===== src/rtl/skintone_pixel_feeder_pkg.sv =====
// ---------------------------------------------------------------------------
// skintone_pixel_feeder_pkg
// Shared widths, defaults, FSM state encoding and small helpers for the
// skin-tone pixel feeder and its byte unpacker.
// ---------------------------------------------------------------------------
package skintone_pixel_feeder_pkg;

    localparam int PIXEL_W         = 24;   // {Y,Cb,Cr}
    localparam int WORD_W          = 32;   // input stream word
    localparam int FLEN_W          = 16;   // frame length in pixels
    localparam int BREM_W          = 18;   // 3 * frame length in bytes
    localparam int BUF_BYTES       = 6;    // byte buffer depth
    localparam int BCNT_W          = 3;    // holds 0..6
    localparam int DEFAULT_CREDITS = 32;

    typedef enum logic [1:0] {
        ST_IDLE  = 2'd0,
        ST_RUN   = 2'd1,
        ST_DRAIN = 2'd2
    } feeder_state_e;

    // Bytes in a frame: 3 * pixels, computed as n + 2n to avoid a multiplier.
    function automatic logic [BREM_W-1:0] frame_bytes(input logic [FLEN_W-1:0] n);
        return {2'b00, n} + {1'b0, n, 1'b0};
    endfunction

endpackage


===== src/rtl/skintone_byte_unpacker.sv =====
// ---------------------------------------------------------------------------
// skintone_byte_unpacker
// Collects little-endian 32-bit words into a 6-byte buffer and slices every
// three consecutive bytes into one 24-bit pixel (first byte -> pixel[7:0]).
// Ports:
//   clk, rst         clock, synchronous active-high reset
//   accept           a word is transferred this cycle (caller guarantees
//                    byte_count < 3)
//   emit             pop three bytes as one pixel (caller guarantees
//                    byte_count >= 3); never asserted together with accept
//   flush            last pixel of the frame: drop leftover pad bytes
//   word_in          incoming word
//   byte_count       buffered bytes now
//   byte_count_next  buffered bytes after this edge
//   pixel/pixel_valid registered pixel, valid one cycle per emit
// ---------------------------------------------------------------------------
module skintone_byte_unpacker
    import skintone_pixel_feeder_pkg::*;
(
    input  logic                clk,
    input  logic                rst,
    input  logic                accept,
    input  logic                emit,
    input  logic                flush,
    input  logic [WORD_W-1:0]   word_in,
    output logic [BCNT_W-1:0]   byte_count,
    output logic [BCNT_W-1:0]   byte_count_next,
    output logic [PIXEL_W-1:0]  pixel,
    output logic                pixel_valid
);

    logic [BUF_BYTES*8-1:0] buf_q;
    logic [BUF_BYTES*8-1:0] buf_d;
    logic [BCNT_W-1:0]      count_q;
    logic [BCNT_W-1:0]      count_d;
    logic [PIXEL_W-1:0]     pix_q;
    logic [PIXEL_W-1:0]     pix_d;
    logic                   pix_valid_q;
    logic                   pix_valid_d;

    // Next buffer contents, byte count and pixel slice.
    always_comb begin
        pix_valid_d = emit;
        pix_d       = emit ? buf_q[PIXEL_W-1:0] : pix_q;
        buf_d       = buf_q;
        count_d     = count_q;

        if (flush) begin
            // Last pixel taken: whatever remains is pad from the final word.
            buf_d   = {(BUF_BYTES*8){1'b0}};
            count_d = 3'd0;
        end else if (emit) begin
            buf_d   = {24'd0, buf_q[BUF_BYTES*8-1:24]};
            count_d = count_q - 3'd3;
        end else if (accept) begin
            // Append the word right behind the bytes already held.
            case (count_q)
                3'd0:    buf_d[31:0]  = word_in;
                3'd1:    buf_d[39:8]  = word_in;
                3'd2:    buf_d[47:16] = word_in;
                default: buf_d        = buf_q;
            endcase
            count_d = count_q + 3'd4;
        end else begin
            buf_d   = buf_q;
            count_d = count_q;
        end
    end

    // Buffer and pixel registers.
    always_ff @(posedge clk) begin
        if (rst) begin
            buf_q       <= {(BUF_BYTES*8){1'b0}};
            count_q     <= 3'd0;
            pix_q       <= {PIXEL_W{1'b0}};
            pix_valid_q <= 1'b0;
        end else begin
            buf_q       <= buf_d;
            count_q     <= count_d;
            pix_q       <= pix_d;
            pix_valid_q <= pix_valid_d;
        end
    end

    assign byte_count      = count_q;
    assign byte_count_next = count_d;
    assign pixel           = pix_q;
    assign pixel_valid     = pix_valid_q;

endmodule


===== src/rtl/skintone_pixel_feeder.sv =====
// ---------------------------------------------------------------------------
// skintone_pixel_feeder
// Feeds a frame of packed YCbCr bytes to a pixel datapath, one 24-bit pixel
// at a time, limited by a credit count covering the datapath and the
// downstream result buffer.
// Ports:
//   clk, rst             clock, synchronous active-high reset
//   start, frame_len     frame start pulse and pixel count (sampled in IDLE)
//   word_in/_valid/_ready input word stream handshake
//   pixel_dataout/_valid registered pixel output, one-cycle valid per pixel
//   result_return        consumer popped one result (returns a credit)
//   busy                 frame in RUN or DRAIN
//   done                 one-cycle pulse when all credits are back
//   credit_err           sticky: a credit returned while credits were full
// ---------------------------------------------------------------------------
module skintone_pixel_feeder
    import skintone_pixel_feeder_pkg::*;
#(
    parameter int CREDITS = DEFAULT_CREDITS
) (
    input  logic                clk,
    input  logic                rst,
    input  logic                start,
    input  logic [FLEN_W-1:0]   frame_len,
    input  logic [WORD_W-1:0]   word_in,
    input  logic                word_in_valid,
    output logic                word_in_ready,
    output logic [PIXEL_W-1:0]  pixel_dataout,
    output logic                pixel_dataout_valid,
    input  logic                result_return,
    output logic                busy,
    output logic                done,
    output logic                credit_err
);

    localparam int                CRED_W    = $clog2(CREDITS + 1);
    localparam logic [CRED_W-1:0] CRED_FULL = CRED_W'(CREDITS);
    localparam logic [CRED_W-1:0] CRED_ONE  = CRED_W'(1);
    localparam logic [CRED_W-1:0] CRED_ZERO = CRED_W'(0);

    feeder_state_e       state_q, state_d;
    logic [FLEN_W-1:0]   pix_rem_q, pix_rem_d;
    logic [BREM_W-1:0]   bytes_rem_q, bytes_rem_d;
    logic [CRED_W-1:0]   credits_q, credits_d;
    logic                credit_err_q, credit_err_d;
    logic                done_q, done_d;
    logic                ready_q, ready_d;
    logic [PIXEL_W-1:0]  pix_out_q, pix_out_d;
    logic                pix_out_valid_q, pix_out_valid_d;

    logic                accept_s;
    logic                emit_s;
    logic                flush_s;
    logic                ret_full_s;
    logic                ret_ok_s;
    logic [BCNT_W-1:0]   byte_count_s;
    logic [BCNT_W-1:0]   byte_count_next_s;
    logic [PIXEL_W-1:0]  unpk_pixel_s;
    logic                unpk_valid_s;

    skintone_byte_unpacker u_unpacker (
        .clk             (clk),
        .rst             (rst),
        .accept          (accept_s),
        .emit            (emit_s),
        .flush           (flush_s),
        .word_in         (word_in),
        .byte_count      (byte_count_s),
        .byte_count_next (byte_count_next_s),
        .pixel           (unpk_pixel_s),
        .pixel_valid     (unpk_valid_s)
    );

    // Handshake, emission and credit-return qualifiers.
    always_comb begin
        accept_s   = word_in_valid && ready_q;
        emit_s     = (state_q == ST_RUN) && (byte_count_s >= 3'd3) &&
                     (credits_q != CRED_ZERO) && (pix_rem_q != {FLEN_W{1'b0}});
        flush_s    = emit_s && (pix_rem_q == 16'd1);
        ret_full_s = result_return && (credits_q == CRED_FULL);
        ret_ok_s   = result_return && (credits_q != CRED_FULL);
    end

    // Credit counter: emit takes one, a valid return gives one back.
    always_comb begin
        credits_d = credits_q;
        case ({emit_s, ret_ok_s})
            2'b10:   credits_d = credits_q - CRED_ONE;
            2'b01:   credits_d = credits_q + CRED_ONE;
            default: credits_d = credits_q;
        endcase
    end

    // Frame FSM, remaining-work counters and status flags.
    always_comb begin
        state_d      = state_q;
        pix_rem_d    = pix_rem_q;
        bytes_rem_d  = bytes_rem_q;
        done_d       = 1'b0;
        credit_err_d = credit_err_q;

        case (state_q)
            ST_IDLE: begin
                if (start) begin
                    pix_rem_d    = frame_len;
                    bytes_rem_d  = frame_bytes(frame_len);
                    credit_err_d = 1'b0;
                    state_d      = (frame_len == 16'd0) ? ST_DRAIN : ST_RUN;
                end else begin
                    state_d = ST_IDLE;
                end
            end
            ST_RUN: begin
                if (emit_s) begin
                    pix_rem_d = pix_rem_q - 16'd1;
                end else begin
                    pix_rem_d = pix_rem_q;
                end
                if (accept_s) begin
                    // The last word may carry pad bytes past the frame end.
                    bytes_rem_d = (bytes_rem_q > 18'd4) ? (bytes_rem_q - 18'd4) : 18'd0;
                end else begin
                    bytes_rem_d = bytes_rem_q;
                end
                if (pix_rem_q == 16'd0) begin
                    state_d     = ST_DRAIN;
                    bytes_rem_d = 18'd0;
                end else begin
                    state_d = ST_RUN;
                end
            end
            ST_DRAIN: begin
                if (credits_q == CRED_FULL) begin
                    state_d = ST_IDLE;
                    done_d  = 1'b1;
                end else begin
                    state_d = ST_DRAIN;
                end
            end
            default: begin
                state_d     = ST_IDLE;
                pix_rem_d   = 16'd0;
                bytes_rem_d = 18'd0;
            end
        endcase

        // A stray return is flagged even in the cycle a start clears the flag.
        if (ret_full_s) begin
            credit_err_d = 1'b1;
        end else begin
            credit_err_d = credit_err_d;
        end
    end

    // Registered ready is computed from next-cycle state so it is exact.
    always_comb begin
        ready_d = (state_d == ST_RUN) && (byte_count_next_s < 3'd3) &&
                  (bytes_rem_d != 18'd0);
    end

    // Output pixel stage: second register after the unpacker slice.
    always_comb begin
        pix_out_valid_d = unpk_valid_s;
        if (unpk_valid_s) begin
            pix_out_d = unpk_pixel_s;
        end else begin
            pix_out_d = pix_out_q;
        end
    end

    // State and output registers.
    always_ff @(posedge clk) begin
        if (rst) begin
            state_q         <= ST_IDLE;
            pix_rem_q       <= 16'd0;
            bytes_rem_q     <= 18'd0;
            credits_q       <= CRED_FULL;
            credit_err_q    <= 1'b0;
            done_q          <= 1'b0;
            ready_q         <= 1'b0;
            pix_out_q       <= {PIXEL_W{1'b0}};
            pix_out_valid_q <= 1'b0;
        end else begin
            state_q         <= state_d;
            pix_rem_q       <= pix_rem_d;
            bytes_rem_q     <= bytes_rem_d;
            credits_q       <= credits_d;
            credit_err_q    <= credit_err_d;
            done_q          <= done_d;
            ready_q         <= ready_d;
            pix_out_q       <= pix_out_d;
            pix_out_valid_q <= pix_out_valid_d;
        end
    end

    assign word_in_ready       = ready_q;
    assign pixel_dataout       = pix_out_q;
    assign pixel_dataout_valid = pix_out_valid_q;
    assign busy                = (state_q == ST_RUN) || (state_q == ST_DRAIN);
    assign done                = done_q;
    assign credit_err          = credit_err_q;

endmodule


===== config.mk =====
export PLATFORM = sky130hd
export DESIGN_NAME = skintone_pixel_feeder
export DESIGN_NICKNAME = d
export VERILOG_FILES = /design/src/rtl/skintone_pixel_feeder_pkg.sv /design/src/rtl/skintone_byte_unpacker.sv /design/src/rtl/skintone_pixel_feeder.sv
export SDC_FILE = /design/constraint.sdc
export NUM_CORES = 1
export LEC_CHECK = 0
export ABC_AREA = 0
export BUFFER_PORTS_ARGS = -buffer_cell sky130_fd_sc_hd__buf_2
export CAP_MARGIN = 40
export CORE_MARGIN = 2
export CORE_UTILIZATION = 23
export CTS_BUF_LIST = sky130_fd_sc_hd__clkbuf_16
export DETAILED_ROUTE_END_ITERATION = 10
export PLACE_DENSITY = 0.4
export RECOVER_POWER = 25
export SYNTH_ARGS = -nofsm -noshare
export SYNTH_HDL_FRONTEND = slang
export SYNTH_HIERARCHICAL = 1
export SYNTH_SLANG_ARGS = --single-unit

===== constraint.sdc =====
create_clock -name clk -period 9.7 [get_ports clk]
set_clock_uncertainty 0.05 [all_clocks]
set_input_delay 0.97 -clock clk [delete_from_list [all_inputs] [get_ports clk]]
set_output_delay 0.97 -clock clk [all_outputs]
set_load 0.05 [all_outputs]

==> Word level (Yosys, flattened, before mapping) <==
Cells that the tools add are included.
{ "word_totals": {"ff_bits": 146, "inputBits": 53, "wordCells": 105, "output_inout_bits": 29} }
{ "op_classes": {"bitwise_logic": 1, "mux": 27, "n_addsub": 7, "n_eq_ne": 12, "n_reduce_logical": 37, "n_lt_le_gt_ge": 3} }
{ "ops": {"columns": ["op", "count"], "rows": [
  ["$pmux W16 S3", 2],
  ["$mux W18", 4],
  ["$pmux W18 S3", 1],
  ["$mux W24", 2],
  ["$logic_not A16 Y1", 2],
  ["$mux W16", 2],
  ["$pmux W8 S2", 2],
  ["$add A16 B17 Y18", 1],
  ["$gt A18 B3 Y1 const B", 1],
  ["$reduce_bool A18 Y1", 1],
  ["$sub A18 B3 Y18 const B", 1],
  ["$eq A16 B1 Y1 const B", 1],
  ["$reduce_bool A16 Y1", 1],
  ["$sub A16 B1 Y16 const B", 1],
  ["$reduce_and A2 Y1", 7],
  ["$pmux W6 S2", 1],
  ["$reduce_bool A2 Y1", 6],
  ["$logic_and A1 B1 Y1", 9],
  ["$mux W3", 3],
  ["$mux W2", 4],
  ["$mux W8", 1],
  ["$add A6 B1 Y6 const B", 1],
  ["$eq A2 B1 Y1 const B", 3],
  ["$eq A6 B6 Y1 const B", 1],
  ["22 further kinds", 29]
]} }

==> Depth between registers and ports, before layout <==
{ "depth": {"ltp_word": 9, "depth_mapped": 15, "ltp_nobuf": 15} }

==> Cells and area by module <==
The synthesis kept the hierarchy.
{ "by_module_without_submodules": {"columns": ["mod", "area_per_inst_um2", "seq_area_each_um2", "cells_each", "n_inst"], "rows": [
  ["skintone_pixel_feeder", 4823.4, 1401.3, 603, 1],
  ["skintone_byte_unpacker", 3647.2, 1521.5, 398, 1]
]} }

==> Worst setup path before layout <==
No wires, ideal clock.
{ "synth_timing": {"path_type": "reg-to-reg", "from": "register pix_rem_q[0]", "to": "register credits_q[5]", "synth_period_minus_slack_ns": 3.500, "path_buffers": 0, "arrival_ns": 3.318, "stages_incl_launch_ff": 16, "slack_ns": 6.200, "cell_sequence": "dfxtp_1 inv_1 ha_1 nor3b_2 a41o_1 or3_1 ha_1 inv_1 ha_1 a21o_1 a21oi_1 o21bai_1 a21oi_1 xnor2_1 o21ai_0 or3b_2"} }
{ "synth_via": {"elab_chain_cells": 4, "elab_cells_between_ends": 6} }
{ "synth_lines": {"columns": ["element", "line_no", "text"], "rows": [
  ["from (decl)", "skintone_pixel_feeder.sv:42", "logic [FLEN_W-1:0] pix_rem_q, pix_rem_d;"],
  ["from (signal assigned)", "skintone_pixel_feeder.sv:185", "pix_rem_q <= pix_rem_d;"],
  ["$reduce_bool A16 Y1 *", "skintone_pixel_feeder.sv:78", "(credits_q != CRED_ZERO) && (pix_rem_q != {FLEN_W{1'b0}});"],
  ["$logic_and A1 B1 Y1 *", "skintone_pixel_feeder.sv:78", null],
  ["$eq A2 B1 Y1 / $eq A2 B2 Y1 (equally long branches)", "skintone_pixel_feeder.sv:87", "case ({emit_s, ret_ok_s})"],
  ["$pmux W6 S2 / $reduce_bool A2 Y1 (equally long branches)", null, null],
  ["to (signal assigned)", "skintone_pixel_feeder.sv:187", "credits_q <= credits_d;"],
  ["to (decl)", "skintone_pixel_feeder.sv:44", "logic [CRED_W-1:0] credits_q, credits_d;"]
]} }
Mark *: on every way between the ends. The rest lies on a longest branch, timed or not.
A chain may end at the register's enable or synchronous reset.

==> summary.md <==
| Metric | Value |
|---|---|
| Status | finished, violations left |
| Failing checks | max-capacitance violations, max-slew violations |
| Final setup viols | 0 |
| Core Area | 36400 um2 |
| Layout cells sized above 1 | 13.2% |
| Reg2reg path depth | 12 |
| Synth area leaders | dfxtp_1, mux2i_1, ha_1, nor2_1, a21oi_1 |
| CP endpoint kind | flop |
| Final wirelength | 27.2 mm |
| Drt wl/cell | 17.8 um |
| PD cells | 194 nW/um2 |
| Die width | 196 um |
| Distinct cells, synth | 78 |
| Rel. slew slack | -129% |
| Setup Buffers After CTS | 0 |
| Area Growth Syn to Fin | 15.6% |
| Worst EP required | 9.97 ns |
| Synth Cell Area | 8470 um2 |
| Mapped Avg Cell Area | 8.46 um2 |
| Hold Path Class | reg -> reg |
| Diodes inserted | 0 |
| Leak | 0.00363 uW |
| Critical R2R Capture | u_unpacker/buf_q[32] |
| Sequential share of the synthesized area | 34.5% |
| Initial Util | 23.2% |
| Worst setup SP type | primary input |
| Max Cap Violations | 2 |
| Worst-Skew Late Latency | 0.44 ns |
| First-pass GRT wire length | 42.0 mm |
| Synth Flop Type | dfxtp_1 |
| Die Y | 196 um |
| Fmax | 219 MHz |
| Die area | 38400 um2 |
| Fin crit period | 4.56 ns |
| Syn_nets | 1097 |
| DRC violations left | 0 |
| Initial DRC count | 555 |
| Cts hold-fix bufs | 0 |
| Initial antenna violation count | 0 |
| Post-Place Setup Slack | 5.26 ns |
| Final nets | 1141 |
| Synth top cells by count | dfxtp_1, nor2_1, mux2i_1, nand2_1, a21oi_1 |
| ANT nets after route | 0 |
| RSZ-0062 raised after global routing | no |
| Hold Startpoint | u_unpacker/buf_q[47] |
| CTS buffer count | 17 |
| Resize count post-CTS | 0 |
| Final Cycle Share | 47.0% |
| H-Tree Depth | 4 |
| Final WS setup | 5.14 ns |
| EDFF count, synth | 0 |
| CTS Sinks | 146 |
| Post-Syn Instances | 1001 |
| Final hold violation count | 0 |
| CTS tree | yes |
| Worst vdd ir | 0.130 mV |
| Critical Path Fanout Max | 74 |
| WS Path Type | in -> reg |
| Row count | 70 |
| GR Overflow Total | 0 |
| Design area | 9790 um2 |
| Global Route Usage Sum | 14.0% |
| Placed cell areas | 9300 um2 |
| # port buffers | 81 |
| Number of synthesized register bits | 146 |
| Via-per-instance ratio | 4.96 |
| Top-area cell type share of the netlist area | 34.5% |
| Largest net degree at the start of global routing | 75 |
| Final setup TNS | 0 ns |
| Vias in the first global route | 7261 |
| Worst setup path start | rst |
| Synth async-reset ratio | 0% |
| Worst Tran Pin Value | 3.43 ns |
| Root Driver | clkbuf_16 |
| 1st-pass router iterations | 5 |
| Routability Congestion | 0.814 |
| Clock edge transition at the registers on the reported setup and hold paths | 0.07 ns |
| IO Pins | 82 |
| Max clock buf depth | 2 |
| Biggest area consumer among synthesized cells | dfxtp_1 |
| Most common cell in the netlist | dfxtp_1 |
| Yosys warnings | 6 |
| CP arrival | 4.83 ns |
| Worst Setup EP | word_in_ready |
| R2R Setup Slk | 5.27 ns |
| FF-to-FF Start | state_q[1] |
| Via count | 7557 |
| DP HPWL | 19.8 mm |
| Max Transition Viols Final | 98 |
-- area by class of cell --
cell class	count	area, um2
clock inverters	14	119
flip-flops and latches	146	2920
well taps	468	586
multi-input cells	748	5080
fillers	3984	26600
clock buffers	17	425
inverters	34	128
repair buffers	98	532
-- state kept, by name, summed over array words and instances, names as in the netlist --
name,flops
bytes_rem_q,18
u_unpacker/buf_q,48
word_in_ready,1
done,1
state_q,2
u_unpacker/byte_count,3
u_unpacker/pixel,24
pix_rem_q,16
u_unpacker/pixel_valid,1
credit_err,1
pixel_dataout,24
pixel_dataout_valid,1
credits_q,6
-- stage by stage --
step / hold slack (ns) / util [%] / power, uW / std cells
5_1_grt: 0.458 / 26.9 / 2020 / 1525
2_1_floorplan: 0.387 / - / 1130 / 1001
3_5_place_dp: 0.426 / 25.5 / 1280 / 1494
4_1_cts: 0.443 / 27.0 / 1930 / 1525
6_report: 0.436 / 26.9 / 1900 / 1525
3_3_place_gp: 0.421 / 25.2 / 1280 / 1486
-- critical path, stage by stage --
cell	delay [ns]
clkbuf_1	0.13
clkbuf_1	0.26
clkbuf_1	2.45
or2_2	0.72
a21oi_1	0.12
nand3_1	0.11
a21oi_2	0.04
-- cell families (layout without fill, tap and decap cells) --
logic type	Yosys count	after routing	synth area share (%)
xor+xnor	19	19	1.96
flops	146	146	34.5
compound gates	284	284	23.4
simple gates	332	332	19.7
mux	70	70	8.27
fa+ha+maj	43	43	6.53
buf+inv	107	163	5.58
-- worst min-delay path by stage --
stage / to / slack [ns] / depth (start not counted)
finish: u_unpacker/buf_q[47] / 0.44 / 2
global route: u_unpacker/buf_q[44] / 0.46 / 2
CTS: u_unpacker/buf_q[47] / 0.44 / 2
detailed placement: pixel_dataout[8] / 0.43 / 2
global placement: pixel_dataout[13] / 0.42 / 2
floorplan: u_unpacker/buf_q[40] / 0.39 / 2
-- where the power goes --
part	internal, uW	leakage [uW]	switching (uW)	total (uW)
registers	650	0.00119	50.3	700
clock network	334	0.000270	299	633
logic	220	0.00217	347	568
total	1200	0.00363	696	1900
-- placed cells by master, fill, tap and decap left out, types with 9 or more instances in the layout --
cell type / count
inv_1: 32
buf_2: 64
a22oi_1: 20
o2111ai_1: 18
nand3_1: 32
o21ai_0: 44
a211oi_1: 39
clkbuf_16: 17
dfxtp_1: 146
a2bb2oi_1: 9
nor2_1: 121
o31ai_1: 10
clkbuf_1: 21
and3b_1: 9
mux2i_1: 70
or3_1: 9
xnor2_1: 12
buf_4: 10
a21oi_1: 61
nor3b_1: 14
nor3_1: 28
o211ai_1: 12
ha_1: 41
nand2_1: 63
-- per-layer routing --
layer	track usage [%]	up-vias	share of wire (%)	wire length, um
li1	-	3753	-	-
met1	19.7	3617	49	13400
met2	22.1	170	46	12400
met3	2.54	17	3.7	1000
met4	3.79	0	1.3	364
met5	0	-	0	0
Power figures use the tool's default switching activity.
